==> src/rtl/saturn_bus_sequencer.sv <==
// Bus sequencer: turns two requesters' memory transactions into {is_cmd, nibble} program
// entries for the bus controller's program RAM ring and returns read nibbles.
module saturn_bus_sequencer #(
  parameter logic [3:0] CMD_LOAD_DP  = 4'h7,
  parameter logic [3:0] CMD_DP_READ  = 4'h3,
  parameter logic [3:0] CMD_DP_WRITE = 4'h5
) (
  input  logic        i_clk,
  input  logic        i_reset,
  input  logic        i_clk_en,
  input  logic [1:0]  i_req,
  input  logic [1:0]  i_write,
  input  logic [39:0] i_addr,
  input  logic [7:0]  i_count,
  input  logic [7:0]  i_wdata,
  output logic [1:0]  o_grant,
  output logic [1:0]  o_wdata_pop,
  output logic [3:0]  o_rdata,
  output logic [1:0]  o_rdata_valid,
  output logic [1:0]  o_done,
  output logic        o_prog_we,
  output logic [4:0]  o_prog_waddr,
  output logic [4:0]  o_prog_wdata,
  output logic [4:0]  o_prog_addr,
  input  logic [4:0]  i_bus_prog_addr,
  input  logic        i_bus_read_valid,
  input  logic [3:0]  i_bus_nibble_in,
  output logic        o_busy
);

  typedef enum logic [2:0] {
    StIdle, StLdCmd, StAddr, StOpCmd, StWdata, StRwait, StRdata, StDone
  } state_e;

  state_e      state_q, state_d;
  logic [1:0]  grant_q, grant_d;
  logic        last_grant_q, last_grant_d;
  logic        write_q, write_d;
  logic [19:0] addr_q, addr_d;
  logic [3:0]  count_q, count_d;
  logic [2:0]  idx_q, idx_d;
  logic [3:0]  remaining_q, remaining_d;
  logic [4:0]  prog_addr_q, prog_addr_d;
  logic [3:0]  rdata_q, rdata_d;
  logic [1:0]  rdata_valid_q, rdata_valid_d;

  logic       sel;
  logic       full;
  logic       emit;
  logic       done;
  logic [1:0] pop;
  logic [4:0] entry;
  logic [3:0] wnib;
  logic       adv;

  assign adv  = i_clk_en & ~i_reset;
  // One slot is kept empty so that equal pointers always mean "drained".
  assign full = (prog_addr_q + 5'd1) == i_bus_prog_addr;
  assign wnib = grant_q[1] ? i_wdata[7:4] : i_wdata[3:0];

  always_comb begin
    sel = 1'b0;
    if (i_req == 2'b10)      sel = 1'b1;
    else if (i_req == 2'b11) sel = ~last_grant_q;
  end

  always_comb begin
    state_d       = state_q;
    grant_d       = grant_q;
    last_grant_d  = last_grant_q;
    write_d       = write_q;
    addr_d        = addr_q;
    count_d       = count_q;
    idx_d         = idx_q;
    remaining_d   = remaining_q;
    rdata_d       = rdata_q;
    rdata_valid_d = 2'b00;
    emit          = 1'b0;
    done          = 1'b0;
    pop           = 2'b00;
    entry         = 5'h00;
    unique case (state_q)
      StIdle: begin
        if (|i_req) begin
          grant_d      = sel ? 2'b10 : 2'b01;
          last_grant_d = sel;
          write_d      = i_write[sel];
          addr_d       = sel ? i_addr[39:20] : i_addr[19:0];
          count_d      = sel ? i_count[7:4] : i_count[3:0];
          state_d      = StLdCmd;
        end
      end
      StLdCmd: begin
        entry = {1'b1, CMD_LOAD_DP};
        if (!full) begin
          emit    = 1'b1;
          idx_d   = 3'd0;
          state_d = StAddr;
        end
      end
      StAddr: begin
        entry = {1'b0, addr_q[{idx_q, 2'b00} +: 4]};
        if (!full) begin
          emit = 1'b1;
          if (idx_q == 3'd4) state_d = StOpCmd;
          else               idx_d   = idx_q + 3'd1;
        end
      end
      StOpCmd: begin
        entry = {1'b1, write_q ? CMD_DP_WRITE : CMD_DP_READ};
        if (!full) begin
          emit        = 1'b1;
          remaining_d = count_q;
          state_d     = write_q ? StWdata : StRwait;
        end
      end
      StWdata: begin
        entry = {1'b0, wnib};
        if (!full) begin
          emit = 1'b1;
          pop  = grant_q;
          if (remaining_q == 4'd0) state_d     = StDone;
          else                     remaining_d = remaining_q - 4'd1;
        end
      end
      StRwait: begin
        if (i_bus_prog_addr == prog_addr_q) state_d = StRdata;
      end
      StRdata: begin
        if (i_bus_read_valid) begin
          rdata_d       = i_bus_nibble_in;
          rdata_valid_d = grant_q;
          if (remaining_q == 4'd0) state_d     = StDone;
          else                     remaining_d = remaining_q - 4'd1;
        end
      end
      StDone: begin
        done    = 1'b1;
        grant_d = 2'b00;
        state_d = StIdle;
      end
      default: state_d = StIdle;
    endcase
    prog_addr_d = emit ? prog_addr_q + 5'd1 : prog_addr_q;
  end

  always_ff @(posedge i_clk) begin
    if (i_reset) begin
      state_q       <= StIdle;
      grant_q       <= 2'b00;
      last_grant_q  <= 1'b1;
      write_q       <= 1'b0;
      addr_q        <= 20'h0;
      count_q       <= 4'h0;
      idx_q         <= 3'd0;
      remaining_q   <= 4'h0;
      prog_addr_q   <= 5'd0;
      rdata_q       <= 4'h0;
      rdata_valid_q <= 2'b00;
    end else if (i_clk_en) begin
      state_q       <= state_d;
      grant_q       <= grant_d;
      last_grant_q  <= last_grant_d;
      write_q       <= write_d;
      addr_q        <= addr_d;
      count_q       <= count_d;
      idx_q         <= idx_d;
      remaining_q   <= remaining_d;
      prog_addr_q   <= prog_addr_d;
      rdata_q       <= rdata_d;
      rdata_valid_q <= rdata_valid_d;
    end
  end

  // Pulses are masked on stalled and reset cycles so each lasts one enabled cycle.
  assign o_prog_we     = emit & adv;
  assign o_prog_waddr  = prog_addr_q;
  assign o_prog_wdata  = entry;
  assign o_prog_addr   = prog_addr_q;
  assign o_wdata_pop   = pop & {2{adv}};
  assign o_done        = grant_q & {2{done & adv}};
  assign o_rdata_valid = rdata_valid_q & {2{adv}};
  assign o_rdata       = rdata_q;
  assign o_grant       = grant_q;
  assign o_busy        = state_q != StIdle;

endmodule
==> config.mk <==
export PLATFORM = sky130hd
export DESIGN_NAME = saturn_bus_sequencer
export DESIGN_NICKNAME = d
export VERILOG_FILES = /design/src/rtl/saturn_bus_sequencer.sv
export SDC_FILE = /design/constraint.sdc
export NUM_CORES = 1
export LEC_CHECK = 0
export ABC_AREA = 1
export BUFFER_PORTS_ARGS = -buffer_cell sky130_fd_sc_hd__buf_2
export CAP_MARGIN = 20
export CORE_UTILIZATION = 45
export CTS_CLUSTER_DIAMETER = 40
export DETAILED_ROUTE_END_ITERATION = 7
export PLACE_DENSITY = 0.8
export REMOVE_ABC_BUFFERS = 1
export SLEW_MARGIN = 30
export SYNTH_ARGS = -nofsm -noshare
export SYNTH_HDL_FRONTEND = slang
export SYNTH_SLANG_ARGS = --single-unit
==> constraint.sdc <==
create_clock -name i_clk -period 1.5 [get_ports i_clk]
set_input_delay 0.15 -clock i_clk [delete_from_list [all_inputs] [get_ports i_clk]]
set_output_delay 0.15 -clock i_clk [all_outputs]
set_load 0.01 [all_outputs]
==> results.txt <==
H-tree depth -> 2
Final min period -> 1940 ps
Initial DRT Pass Iterations -> 5
# IOs -> 102
Fill cells -> 502
CTS max path bufs -> 2
M2 GR Usage -> 0.4866
Worst hold stages -> 3
LEAKAGE -> 0.002059 uW
Part of the Yosys area used for sequential elements -> 0.3491
Total congestion overflow -> 0
CP Depth -> 7
Worst skew pair latency -> 310 ps
Worst hold path class -> in -> reg
Commonest non-fill, non-tap cell in the layout -> nand2_1
Critical Path RT -> 1350 ps
Most used cell along the critical path -> o21ai_1
Slew @ Worst Pin -> 316.0 ps
Outcome -> complete, but fails checks
Synth cell types -> 29
Routability cong. -> 0.8966
GRT met3 Usage -> 0.03820
Finished Layout Cells -> 670
VDD IR max -> 0.4684 mV
Worst Reg-to-Reg Cells -> 13
CORE AREA -> 5956 um2
Total CTS buffers -> 5
Setup WS post-layout -> -439.9 ps
Largest net degree at the start of global routing -> 27
Die Span Y -> 81.03 um
Total track usage -> 0.2584
First-pass GRT wire length -> 13280 um
Gr busiest metal -> met2
Clk slew on worst S/H paths -> 90 ps
Max-slew violations -> 0
Bufs and invs on worst path -> 3
Critical Path Sink Type -> primary output
Mean routed wirelength per cell -> 14.02 um
Final clock skew -> 5.428 ps
Final WL -> 9393 um
CP max stage delay -> 390 ps
Die X -> 81.03 um
Row count -> 28
Dpl cells -> 648
Critical Path Start Type -> register
Post-Synthesis Cells -> 442
Critical-path maximum fanout -> 5
Netlist Area Pre-Place -> 2810 um2
Ys Warns -> 0
Pwr/cell area -> 877.9 nW/um2
Unrepaired setup endpoints after global routing -> yes
DRC Markers -> 0
Final worst-path cycle share -> 1.293
Final ANT Viol Nets -> 0
WS Path Type -> reg -> out
CP Cell Sequence -> clkinv_4, buf_6, o21ai_1, o21ai_1, a22oi_1, o211ai_1, buf_2
Syn Area/Cell -> 6.358 um2
Max Cap Viol -> 0
Delay-heaviest family, CP -> compound AO/OA/AOI/OAI gates
#FFs+latches synth -> 49
I/O Buffers -> 101
Failing checks -> negative setup slack
Layout Nets -> 672
F_max -> 515.5 MHz
# clock sinks -> 49
Share of layout cells above drive strength 1 -> 0.3966
Vias in the first global route -> 3095
Post-Place Worst Slack -> -205.7 ps
N_diodes -> 0
CP max stage cell -> dfxtp_4
Final setup viols -> 24
First DRT Iteration DRCs -> 222
Post-DP HPWL -> 5926 um
GR Util met1 -> 0.2909
Root Driver -> clkbuf_8
TritonCTS clock tree -> built
Via density -> 5.427
Slew margin rel. -> 0.7884
Via count -> 3636
Initial antenna violation count -> 0
Final Hold Viols -> 0
Synth-to-layout area growth -> 50.67%
Die ar. -> 6565 um2
Commonest non-fill, non-tap cells in the layout -> nand2_1 (119), buf_2 (102), buf_4 (47), o21ai_0 (44), dfxtp_1 (41)
Initial Util -> 0.4718
WP data arrival -> 1790 ps
cells in the mapped netlist:
cell type | instances | area share
nand2_1 | 125 | 0.17
o21ai_0 | 57 | 0.10
dfxtp_1 | 49 | 0.35
nor2_1 | 47 | 0.063
inv_1 | 41 | 0.055
a31oi_1 | 26 | 0.058
nand3_1 | 17 | 0.030
a21oi_1 | 15 | 0.027
clkbuf_1 | 10 | 0.013
nor3_1 | 8 | 0.014
buf_2 | 5 | 0.0089
buf_4 | 5 | 0.013
o211ai_1 | 5 | 0.013
ha_1 | 4 | 0.018
nand4_1 | 4 | 0.0089
a22oi_1 | 3 | 0.0080
clkinv_1 | 2 | 0.0027
inv_2 | 2 | 0.0027
nand2_2 | 2 | 0.0045
nor2_2 | 2 | 0.0045
nor2_4 | 2 | 0.0080
o22ai_1 | 2 | 0.0045
or2_2 | 2 | 0.0045
xor2_1 | 2 | 0.0062
a211oi_1 | 1 | 0.0027
nand3_2 | 1 | 0.0036
nor3_2 | 1 | 0.0036
o21ai_1 | 1 | 0.0018
o311ai_0 | 1 | 0.0031
report_power, final:
part	total (uW)	switching (uW)	internal (uW)
clock	803	437	367
sequential	1540	106	1430
combinational	1380	746	631
metrics by stage:
| stage | total power (uW) | hold WS (ps) | instance area (um2) | setup TNS [ps] | utilization |
|---|---|---|---|---|---|
| floorplan | 2087 | 219.1 | 2710 | -10520 | - |
| global route | 3903 | 73.91 | 4234 | -8281 | 0.7109 |
| finish | 3717 | 59.53 | 4234 | -5807 | 0.7109 |
| global placement | 2568 | 374.8 | 3710 | -1766 | 0.6229 |
| detailed placement | 2594 | 382.7 | 3710 | -2876 | 0.6229 |
| CTS | 3511 | 63.54 | 4004 | -4450 | 0.6723 |
path summary, 6_finish.rpt:
path | end | from | slack (ps)
worst max-delay path | o_prog_wdata[2] | idx_q[0]$_SDFFE_PP0P_ | -440
worst min-delay path | o_rdata[0]$_SDFFE_PP0P_ | i_bus_nibble_in[0] | 60
worst max register to register | idx_q[0]$_SDFFE_PP0P_ | o_prog_addr[0]$_SDFFE_PP0P_ | -340
worst min register to register | rdata_valid_q[0]$_SDFFE_PP0P_ | o_grant[0]$_SDFFE_PP0P_ | 490
cells by family (layout without fill, tap and decap cells):
kind of cell	after synthesis	in the layout	share of synthesized area
adders and majority gates	4	4	0.01781
xor gates and xnor gates	2	2	0.006234
AOI/OAI and AO/OA	111	111	0.2195
and+or+nand+nor	211	211	0.3117
buffers and inverters	65	218	0.09573
DFF	49	49	0.3491
final cells by class:
class | count | area, um2 | share of cell area
repair buffers | 166 | 1089 | 0.2571
inverters | 45 | 183.9 | 0.04344
clock buffers | 7 | 86.33 | 0.02039
well taps | 75 | 93.84 | 0.02216
flip-flops and latches | 49 | 1001 | 0.2364
multi-input cells | 328 | 1780 | 0.4205
what timing repair did:
action / CTS / global route
hold buffers: 0 / 0
setup endpoints to repair: 25 / 54
cloned: 2 / 1
setup buffers: 5 / 9
pin swaps: 16 / 15
resized for setup: 55 / 49
per-layer routing:
metal / part of all wire / routed length, um / up-vias
li1: - / - / 1767
met5: 0 / 0 / -
met3: 0.058 / 547 / 46
met1: 0.39 / 3680 / 1650
met4: 0.046 / 435 / 0
met2: 0.50 / 4731 / 173
sequential cells by signal, indices dropped and copies added (netlist names):
register and flops:
state_q 3, write_q 1, o_prog_addr 5, count_q 4
rdata_valid_q 2, addr_q 20, o_rdata 4, last_grant_q 1
idx_q 3, remaining_q 4, o_grant 2
worst min-delay path: stages:
cell    delay, ps
buf_2          70
nor2_1         30
nor2_1         80
Note: power is estimated with default switching activity, not from simulation.
